--- config.mk ---
export PLATFORM = sky130hd
export DESIGN_NAME = display_scan8
export DESIGN_NICKNAME = d
export VERILOG_FILES = /design/src/rtl/display_scan8.sv
export SDC_FILE = /design/constraint.sdc
export NUM_CORES = 1
export LEC_CHECK = 0
export BUFFER_PORTS_ARGS = -buffer_cell sky130_fd_sc_hd__buf_2
export CELL_PAD_IN_SITES_DETAIL_PLACEMENT = 1
export CELL_PAD_IN_SITES_GLOBAL_PLACEMENT = 2
export CORE_MARGIN = 1
export CORE_UTILIZATION = 38
export CTS_CLUSTER_DIAMETER = 200
export DETAILED_ROUTE_END_ITERATION = 7
export HOLD_SLACK_MARGIN = 0.03
export PLACE_DENSITY = 0.83
export SKIP_LAST_GASP = 1
export SLEW_MARGIN = 20
export SYNTH_ARGS = -nofsm -noshare
export SYNTH_HDL_FRONTEND = slang
export SYNTH_SLANG_ARGS = --single-unit
--- constraint.sdc ---
create_clock -name clock -period 4.3 [get_ports clock]
set_input_delay 0.43 -clock clock [delete_from_list [all_inputs] [get_ports clock]]
set_output_delay 0.43 -clock clock [all_outputs]
set_load 0.05 [all_outputs]
--- src/rtl/display_scan8.sv ---
// Time-multiplexed scanner for an 8-digit common-anode seven-segment display.
// Inputs are captured once per frame into shadow registers; outputs are registered and active-low.
module display_scan8 #(
  parameter int CLK_DIV   = 100000,
  parameter int BLANK_CYC = 1000
) (
  input  logic       clock,
  input  logic       reset,
  input  logic [5:0] d1,
  input  logic [5:0] d2,
  input  logic [5:0] d3,
  input  logic [5:0] d4,
  input  logic [5:0] d5,
  input  logic [5:0] d6,
  input  logic [5:0] d7,
  input  logic [5:0] d8,
  output logic [7:0] an,
  output logic [7:0] dec_ddp,
  output logic       frame_tick
);

  localparam int CNT_W = (CLK_DIV > 1) ? $clog2(CLK_DIV) : 1;
  localparam logic [CNT_W-1:0] CNT_MAX   = CNT_W'(CLK_DIV - 1);
  localparam logic [CNT_W-1:0] BLANK_END = CNT_W'(BLANK_CYC);

  logic [CNT_W-1:0] cnt_reg, cnt_next;
  logic [2:0]       idx_reg, idx_next;
  logic [5:0]       d_in [8];
  logic [5:0]       shadow_reg [8];
  logic             slot_end, frame_end;
  logic [7:0]       an_reg, an_next;
  logic [7:0]       dec_ddp_reg, dec_ddp_next;
  logic             frame_tick_reg;
  logic [5:0]       cur_code;
  logic [6:0]       seg;

  assign d_in[0] = d1;
  assign d_in[1] = d2;
  assign d_in[2] = d3;
  assign d_in[3] = d4;
  assign d_in[4] = d5;
  assign d_in[5] = d6;
  assign d_in[6] = d7;
  assign d_in[7] = d8;

  assign slot_end  = (cnt_reg == CNT_MAX);
  assign frame_end = slot_end && (idx_reg == 3'd7);

  // Font pattern abcdefg, 1 = segment lit.
  function automatic logic [6:0] font(input logic [3:0] code);
    case (code)
      4'h0:    font = 7'b1111110;
      4'h1:    font = 7'b0110000;
      4'h2:    font = 7'b1101101;
      4'h3:    font = 7'b1111001;
      4'h4:    font = 7'b0110011;
      4'h5:    font = 7'b1011011;
      4'h6:    font = 7'b1011110;
      4'h7:    font = 7'b0001111;
      4'h8:    font = 7'b1111111;
      4'h9:    font = 7'b0001110;
      4'hA:    font = 7'b1110111;
      4'hB:    font = 7'b0111100;
      4'hC:    font = 7'b0111110;
      4'hD:    font = 7'b1100111;
      4'hE:    font = 7'b1001111;
      default: font = 7'b0000000;
    endcase
  endfunction

  always_comb begin
    cnt_next = slot_end ? '0 : cnt_reg + 1'b1;
    idx_next = slot_end ? idx_reg + 3'd1 : idx_reg;
  end

  always_comb begin
    cur_code     = shadow_reg[idx_reg];
    seg          = font(cur_code[4:1]);
    an_next      = 8'hFF;
    dec_ddp_next = 8'hFF;
    // Anodes stay off during the anti-ghosting window and for blanked digits.
    if (!(cnt_reg < BLANK_END) && !cur_code[5]) begin
      an_next      = ~(8'h80 >> idx_reg);
      dec_ddp_next = {~seg, ~cur_code[0]};
    end
  end

  always_ff @(posedge clock or negedge reset) begin
    if (!reset) begin
      cnt_reg <= '0;
      idx_reg <= '0;
    end else begin
      cnt_reg <= cnt_next;
      idx_reg <= idx_next;
    end
  end

  always_ff @(posedge clock or negedge reset) begin
    if (!reset) begin
      for (int i = 0; i < 8; i++) shadow_reg[i] <= 6'b100000;
    end else if (frame_end) begin
      for (int i = 0; i < 8; i++) shadow_reg[i] <= d_in[i];
    end
  end

  always_ff @(posedge clock or negedge reset) begin
    if (!reset) begin
      an_reg         <= 8'hFF;
      dec_ddp_reg    <= 8'hFF;
      frame_tick_reg <= 1'b0;
    end else begin
      an_reg         <= an_next;
      dec_ddp_reg    <= dec_ddp_next;
      frame_tick_reg <= frame_end;
    end
  end

  assign an         = an_reg;
  assign dec_ddp    = dec_ddp_reg;
  assign frame_tick = frame_tick_reg;

endmodule

* Word level (Yosys, flattened, before mapping)
Memory sizes are Yosys's and may differ from the RTL's. Cells that the tools add are included.
Cells by class: eq/ne operators 2, reduce and logical (&&, ||, !) cells 4, multiplexer cells 6, $add $sub $neg 2, bitwise logic cells 4, order comparisons 2, shifts and indexed selects 1
Operator list (number):
- binary-select mux 6 bit (select 3 bit) | 1
- adder 17 x 1 -> 17 bit, second input constant | 1
- == test 17 bit, second input constant | 1
- less-than comparator 17 x 10 -> 1 bit, second input constant | 1
- two-way mux 17 bit | 1
- two-way mux 8 bit | 2
- two-way mux 6 bit | 2
- NOT 8 bit | 1
- >> shifter 8 x 3 -> 8 bit, first input constant | 1
- NOT 7 bit | 1
- greater-or-equal comparator 4 bit, second input constant | 1
- NOT 3 -> 4 bit | 1
- adder 3 x 1 -> 3 bit, second input constant | 1
- == test 3 bit, second input constant | 1
- logical AND 1 bit | 2
- logical NOT 1 bit | 2
- NOT 1 bit | 1
Word-level totals: memories 1, output and inout port bits 17, input bits 50, word-level logic and storage cells 35, bits in read-only memories 112, register bits 85
Memory list:
- (no name shown) | words 16, width 7, rd ports 1, clocked after memory_dff 0, write ports 0, line 51 | case (code)

* Longest topological paths before layout
depth in word-level cells 7, mapped depth 9, depth with buffers taken out 8

* Worst setup path after synthesis
No wires, ideal clock.
path kind flip-flop to flip-flop, from reg idx_reg[0], to reg dec_ddp_reg[7], in the netlist dec_ddp[7], stages on the path, launching flop included 9, path buffers 1, data required time 4199 ps, clock period less this slack 2330 ps, slack 1970 ps, library setup time 101 ps, arrival 2230 ps, cell sequence dfrtp_1 buf_4 mux4_2 mux2i_1 inv_1 ha_1 and2_1 o21ai_0 o211ai_1
On the way: word-level cells in the longest chain between the ends 7, elaborated cells between the ends (all ways) 9, those cells by class mux (4); bitwise (2); reduce/logical (2); memory (1)
Ends and longest elaborated chain:
- from (decl) | line 27 | logic [2:0] idx_reg, idx_next;
- from (signal assigned) | line 94 | idx_reg <= idx_next;
- NOT 3 -> 4 bit (implied by the code) (*) | line 77 | cur_code = shadow_reg[idx_reg];
- binary-select mux 6 bit (select 3 bit) (*) | line 77
- two-way mux 6 bit (implied by the code) (*) (2 in series) | line 77
- memory (16 x 7 bit) / logical NOT 1 bit (equally long branches)
- NOT 7 bit / logical AND 1 bit (equally long branches) | line 84, 82
- two-way mux 8 bit (*) | line 82 | if (!(cnt_reg < BLANK_END) && !cur_code[5]) begin
- named net dec_ddp_next[7] | line 32 | logic [7:0] dec_ddp_reg, dec_ddp_next;
- to (signal assigned) | line 113 | dec_ddp_reg <= dec_ddp_next;
- to (decl) | line 32
Mark *: on every way through the listed nets, which the timed path passes. The rest lies on a longest branch. The select of a mux whose other input is x is not followed. A chain may end at the register's enable or synchronous reset.

* Final worst setup path
from reg idx_reg[0], to reg dec_ddp_reg[1], in the netlist dec_ddp[1]
Same word-level chain as after synthesis.

==> report_table.html <==
<table>
<tr><th>Metric</th><th>Value</th></tr>
<tr><th colspan="2">Logic synthesis</th></tr>
<tr><td>Flops &amp; latches, synth</td><td>85</td></tr>
<tr><td>Average footprint of a synthesized cell</td><td>10.18 um2</td></tr>
<tr><td>Area share of the largest cell type after synthesis</td><td>39.05%</td></tr>
<tr><td>Most numerous cell types in the synthesized netlist</td><td>nand2_1 (168), dfrtp_1 (61), dfstp_2 (24)</td></tr>
<tr><td>Synth Warn #</td><td>0</td></tr>
<tr><td>Most used standard cell by instance count after synthesis</td><td>nand2_1</td></tr>
<tr><td>Cells taking the most area after synthesis</td><td>dfrtp_1 (39%), dfstp_2 (16%), nand2_1 (16%), mux4_2 (6.9%), ha_1 (3.5%)</td></tr>
<tr><td>Synth Instances</td><td>384</td></tr>
<tr><td>Count of flip-flops with a built-in enable after synthesis</td><td>0</td></tr>
<tr><td>Number of library cell types mapped by synthesis</td><td>37</td></tr>
<tr><td>Proportion of synthesized flip-flops having asynchronous set or reset</td><td>100.0%</td></tr>
<tr><td>Post-synthesis cell type with the largest combined area</td><td>dfrtp_1</td></tr>
<tr><td>Most frequently used flop master after synthesis</td><td>dfrtp_1</td></tr>
<tr><td>Register area share after synthesis</td><td>55.19%</td></tr>
<tr><td>Mapped Nets</td><td>445</td></tr>
<tr><td>Post-Synthesis Cell Area</td><td>0.003909 mm2</td></tr>
<tr><th colspan="2">GRT</th></tr>
<tr><td>Overall overflow remaining after global route</td><td>0</td></tr>
<tr><td>Global-route wire length before repair</td><td>14150 um</td></tr>
<tr><td>Initial antenna violation count</td><td>0</td></tr>
<tr><td>Global-route usage over all layers</td><td>17.73%</td></tr>
<tr><td>Number of global-route vias before repair</td><td>2829</td></tr>
<tr><td>Maximum number of pins on one net before global-route repair</td><td>52</td></tr>
<tr><th colspan="2">Cells and area</th></tr>
<tr><td>FF/Latch Area</td><td>0.002157 mm2</td></tr>
<tr><td>Multi-input gate area</td><td>0.001620 mm2</td></tr>
<tr><td>Nets@finish</td><td>509</td></tr>
<tr><td>Antenna cell count</td><td>0</td></tr>
<tr><td>Max FFs per register</td><td>48</td></tr>
<tr><td>Share of cells above drive strength 1</td><td>27.59%</td></tr>
<tr><td>Layout filler cell count</td><td>1152</td></tr>
<tr><td>Area Growth Syn to Fin</td><td>15.30%</td></tr>
<tr><th colspan="2">STA</th></tr>
<tr><td>Final critical-path share of the clock period</td><td>67.71%</td></tr>
<tr><td>Setup ws final</td><td>1389 ps</td></tr>
<tr><td>Post-Route Skew</td><td>9.731 ps</td></tr>
<tr><td>Count of pins over their slew limit</td><td>0</td></tr>
<tr><td>Actual transition at the worst max-transition pin</td><td>970.9 ps</td></tr>
<tr><td>Number of hold violations in the final report</td><td>0</td></tr>
<tr><td>Minimum clock period</td><td>2911 ps</td></tr>
<tr><td>Highest clock frequency the design can meet</td><td>343.5 MHz</td></tr>
<tr><td>Remaining max-slew budget at the tightest pin</td><td>33.42%</td></tr>
<tr><td>Total of endpoints with negative setup slack in the final report</td><td>0</td></tr>
<tr><td>Setup repair after global routing missed its margin</td><td>false</td></tr>
<tr><td>Accumulated negative setup slack</td><td>0 ps</td></tr>
<tr><th colspan="2">Route</th></tr>
<tr><td>Pre-antenna DRT Iters</td><td>6</td></tr>
<tr><td>Number of vias per cell</td><td>4.747</td></tr>
<tr><td>Number of vias in the routed layout</td><td>2782</td></tr>
<tr><td>Number of DRC violations after detailed-routing iteration 0</td><td>92</td></tr>
<tr><td>Antenna-violating nets left</td><td>0</td></tr>
<tr><td>Drc violations</td><td>0</td></tr>
<tr><td>Avg WL per Cell</td><td>14.61 um</td></tr>
<tr><td>Total wire length after detailed routing</td><td>8560 um</td></tr>
<tr><th colspan="2">Worst setup path</th></tr>
<tr><td>Arrival time at the worst endpoint</td><td>3160 ps</td></tr>
<tr><td>CP cell instances</td><td>buf_4 -&gt; mux4_2 -&gt; mux2i_1 -&gt; inv_1 -&gt; a211oi_1 -&gt; o21ai_0</td></tr>
<tr><td>Number of cells on the critical path</td><td>6</td></tr>
<tr><td>Worst Setup Path Type</td><td>reg2reg</td></tr>
<tr><td>Critical Path Source Type</td><td>flop</td></tr>
<tr><td>Crit path largest cell delay</td><td>720 ps</td></tr>
<tr><td>Largest delay share family, worst path</td><td>multiplexers</td></tr>
<tr><td>Reg2Reg Depth</td><td>6</td></tr>
<tr><td>Required time of the worst setup path</td><td>4550 ps</td></tr>
<tr><td>Critical Path Sink Type</td><td>flop</td></tr>
<tr><td>Cell with the largest stage delay on the worst path</td><td>mux2i_1</td></tr>
<tr><td>Critical path fanouts, max</td><td>12</td></tr>
<tr><td>Buffer and inverter count on the worst path</td><td>2</td></tr>
<tr><th colspan="2">CTS</th></tr>
<tr><td>Clock Sinks</td><td>85</td></tr>
<tr><td>Clock tree from TritonCTS</td><td>yes</td></tr>
<tr><td>Maximum buffer depth of the clock tree</td><td>2</td></tr>
<tr><td>Root Buffer Master</td><td>clkbuf_8</td></tr>
<tr><td>CTS buffer count</td><td>9</td></tr>
<tr><td>Total number of H-tree levels</td><td>3</td></tr>
<tr><td>Clock-pin slew on the worst setup and hold paths</td><td>80 ps</td></tr>
<tr><td>Total of cells resized after clock tree synthesis</td><td>0</td></tr>
<tr><td>Clock latency at the later pin of the worst-skew pair</td><td>350 ps</td></tr>
<tr><td>Post-CTS Setup Bufs</td><td>0</td></tr>
<tr><td>Number of buffers inserted by hold repair at cts</td><td>0</td></tr>
<tr><th colspan="2">Pwr</th></tr>
<tr><td>Max rail drop VDD</td><td>0.1093 mV</td></tr>
<tr><td>Leakage component of the power</td><td>0.001970 uW</td></tr>
<tr><td>Power per unit of standard cell area</td><td>301.2 mW/mm2</td></tr>
<tr><th colspan="2">Place</th></tr>
<tr><td>Number of port buffers</td><td>66</td></tr>
<tr><td>Final GP Congestion</td><td>0.7128</td></tr>
<tr><td>Pre-CTS worst setup slack</td><td>1411 ps</td></tr>
<tr><td>DPL Wire Length</td><td>6146 um</td></tr>
<tr><th colspan="2">Floorplanning</th></tr>
<tr><td>Effective utilization at floorplan</td><td>39.62%</td></tr>
<tr><td>I/O pin cnt</td><td>67</td></tr>
<tr><td>Floorplan die width</td><td>103.4 um</td></tr>
<tr><td>Placeable Area</td><td>0.009864 mm2</td></tr>
<tr><td>Die outline area</td><td>0.01070 mm2</td></tr>
<tr><td>Height of the die</td><td>103.4 um</td></tr>
<tr><td>Cell Rows</td><td>36</td></tr>
<tr><th colspan="2">Job</th></tr>
<tr><td>Reported max-cap violation count</td><td>0</td></tr>
<tr><th colspan="2">Status</th></tr>
<tr><td>Outcome</td><td>completed</td></tr>
<tr><th colspan="2">Worst hold path</th></tr>
<tr><td>Worst min-delay path class</td><td>in2async</td></tr>
</table>
==> worst reg2reg max path, delay by kind of cell (launching register included) <==
kind / cells / cell delay, ps
compound gates: 2 / 410
mux: 2 / 1220
buf+inv: 2 / 480
flops: 1 / 710
==> final timing paths <==
kind	from	end	slack [ps]
worst max-delay path	idx_reg[0]	dec_ddp[1]	1390
worst min-delay path	reset	cnt_reg[4]	100
worst max register to register	idx_reg[0]	dec_ddp[1]	1390
worst min register to register	shadow_reg[11]	shadow_reg[11]	460
max in group asynchronous	reset	shadow_reg[46]	3300
min in group clock	d7[5]	shadow_reg[11]	260
==> stage by stage <==
| step | total power [uW] | cells | cell area (um2) | utilization (%) | hold slack, ps |
|---|---|---|---|---|---|
| detailed placement | 855.1 | 570 | 4333 | 43.92 | 447.7 |
| floorplan | 815.4 | 384 | 3909 | - | 134.4 |
| global placement | 854.4 | 570 | 4333 | 43.92 | 441.4 |
| global route | 1415 | 586 | 4507 | 45.69 | 139.9 |
| CTS | 1376 | 586 | 4507 | 45.69 | 113.2 |
| finish | 1357 | 586 | 4507 | 45.69 | 104.6 |
==> cells in the final DEF (no fill, tap or decap), types with 4 or more instances in the layout <==
master / Yosys / final
nand2_1: 168 / 168
buf_2: 7 / 65
dfrtp_1: 61 / 61
dfstp_2: 24 / 24
mux4_2: 12 / 12
nor2_1: 12 / 12
ha_1: 11 / 11
clkbuf_8: 0 / 11
xnor2_1: 10 / 10
inv_1: 8 / 8
nand3_1: 7 / 7
mux2i_1: 6 / 6
o21ai_0: 6 / 6
o211ai_1: 5 / 5
nor3_1: 5 / 5
xor2_1: 5 / 5
clkbuf_1: 2 / 4
buf_4: 4 / 4
==> cell families after synthesis <==
logic type / after synthesis / synth area share, %
buffers and inverters: 25 / 3.393
adders and majority gates: 11 / 3.521
and+or+nand+nor: 211 / 22.73
muxes: 19 / 8.739
xor gates and xnor gates: 15 / 3.361
DFF: 85 / 55.19
AOI/OAI and AO/OA: 18 / 3.073
==> where the power goes <==
group	switching (uW)	internal [uW]	total [uW]
registers	0	800	800
clock network	275	243	518
logic	22.2	16.7	38.9
total	297	1060	1360
==> area by class of cell <==
| type | count | share of cell area [%] |
|---|---|---|
| clock buffer | 15 | 3.692 |
| tap | 133 | 3.692 |
| inverter | 9 | 0.7496 |
| clock inverter | 1 | 0.1666 |
| timing repair buffer | 69 | 7.885 |
| multi-input combinational | 274 | 35.95 |
| sequential | 85 | 47.86 |
==> layer usage <==
| metal | vias to the layer above | track usage, % | part of all wire [%] |
|---|---|---|---|
| met5 | - | 0 | 0 |
| li1 | 1377 | - | - |
| met1 | 1341 | 25.52 | 51 |
| met3 | 12 | 2.621 | 2.7 |
| met2 | 52 | 26.80 | 45 |
| met4 | 0 | 7.476 | 1.4 |
No activity file was read; power rests on OpenSTA's default activity.
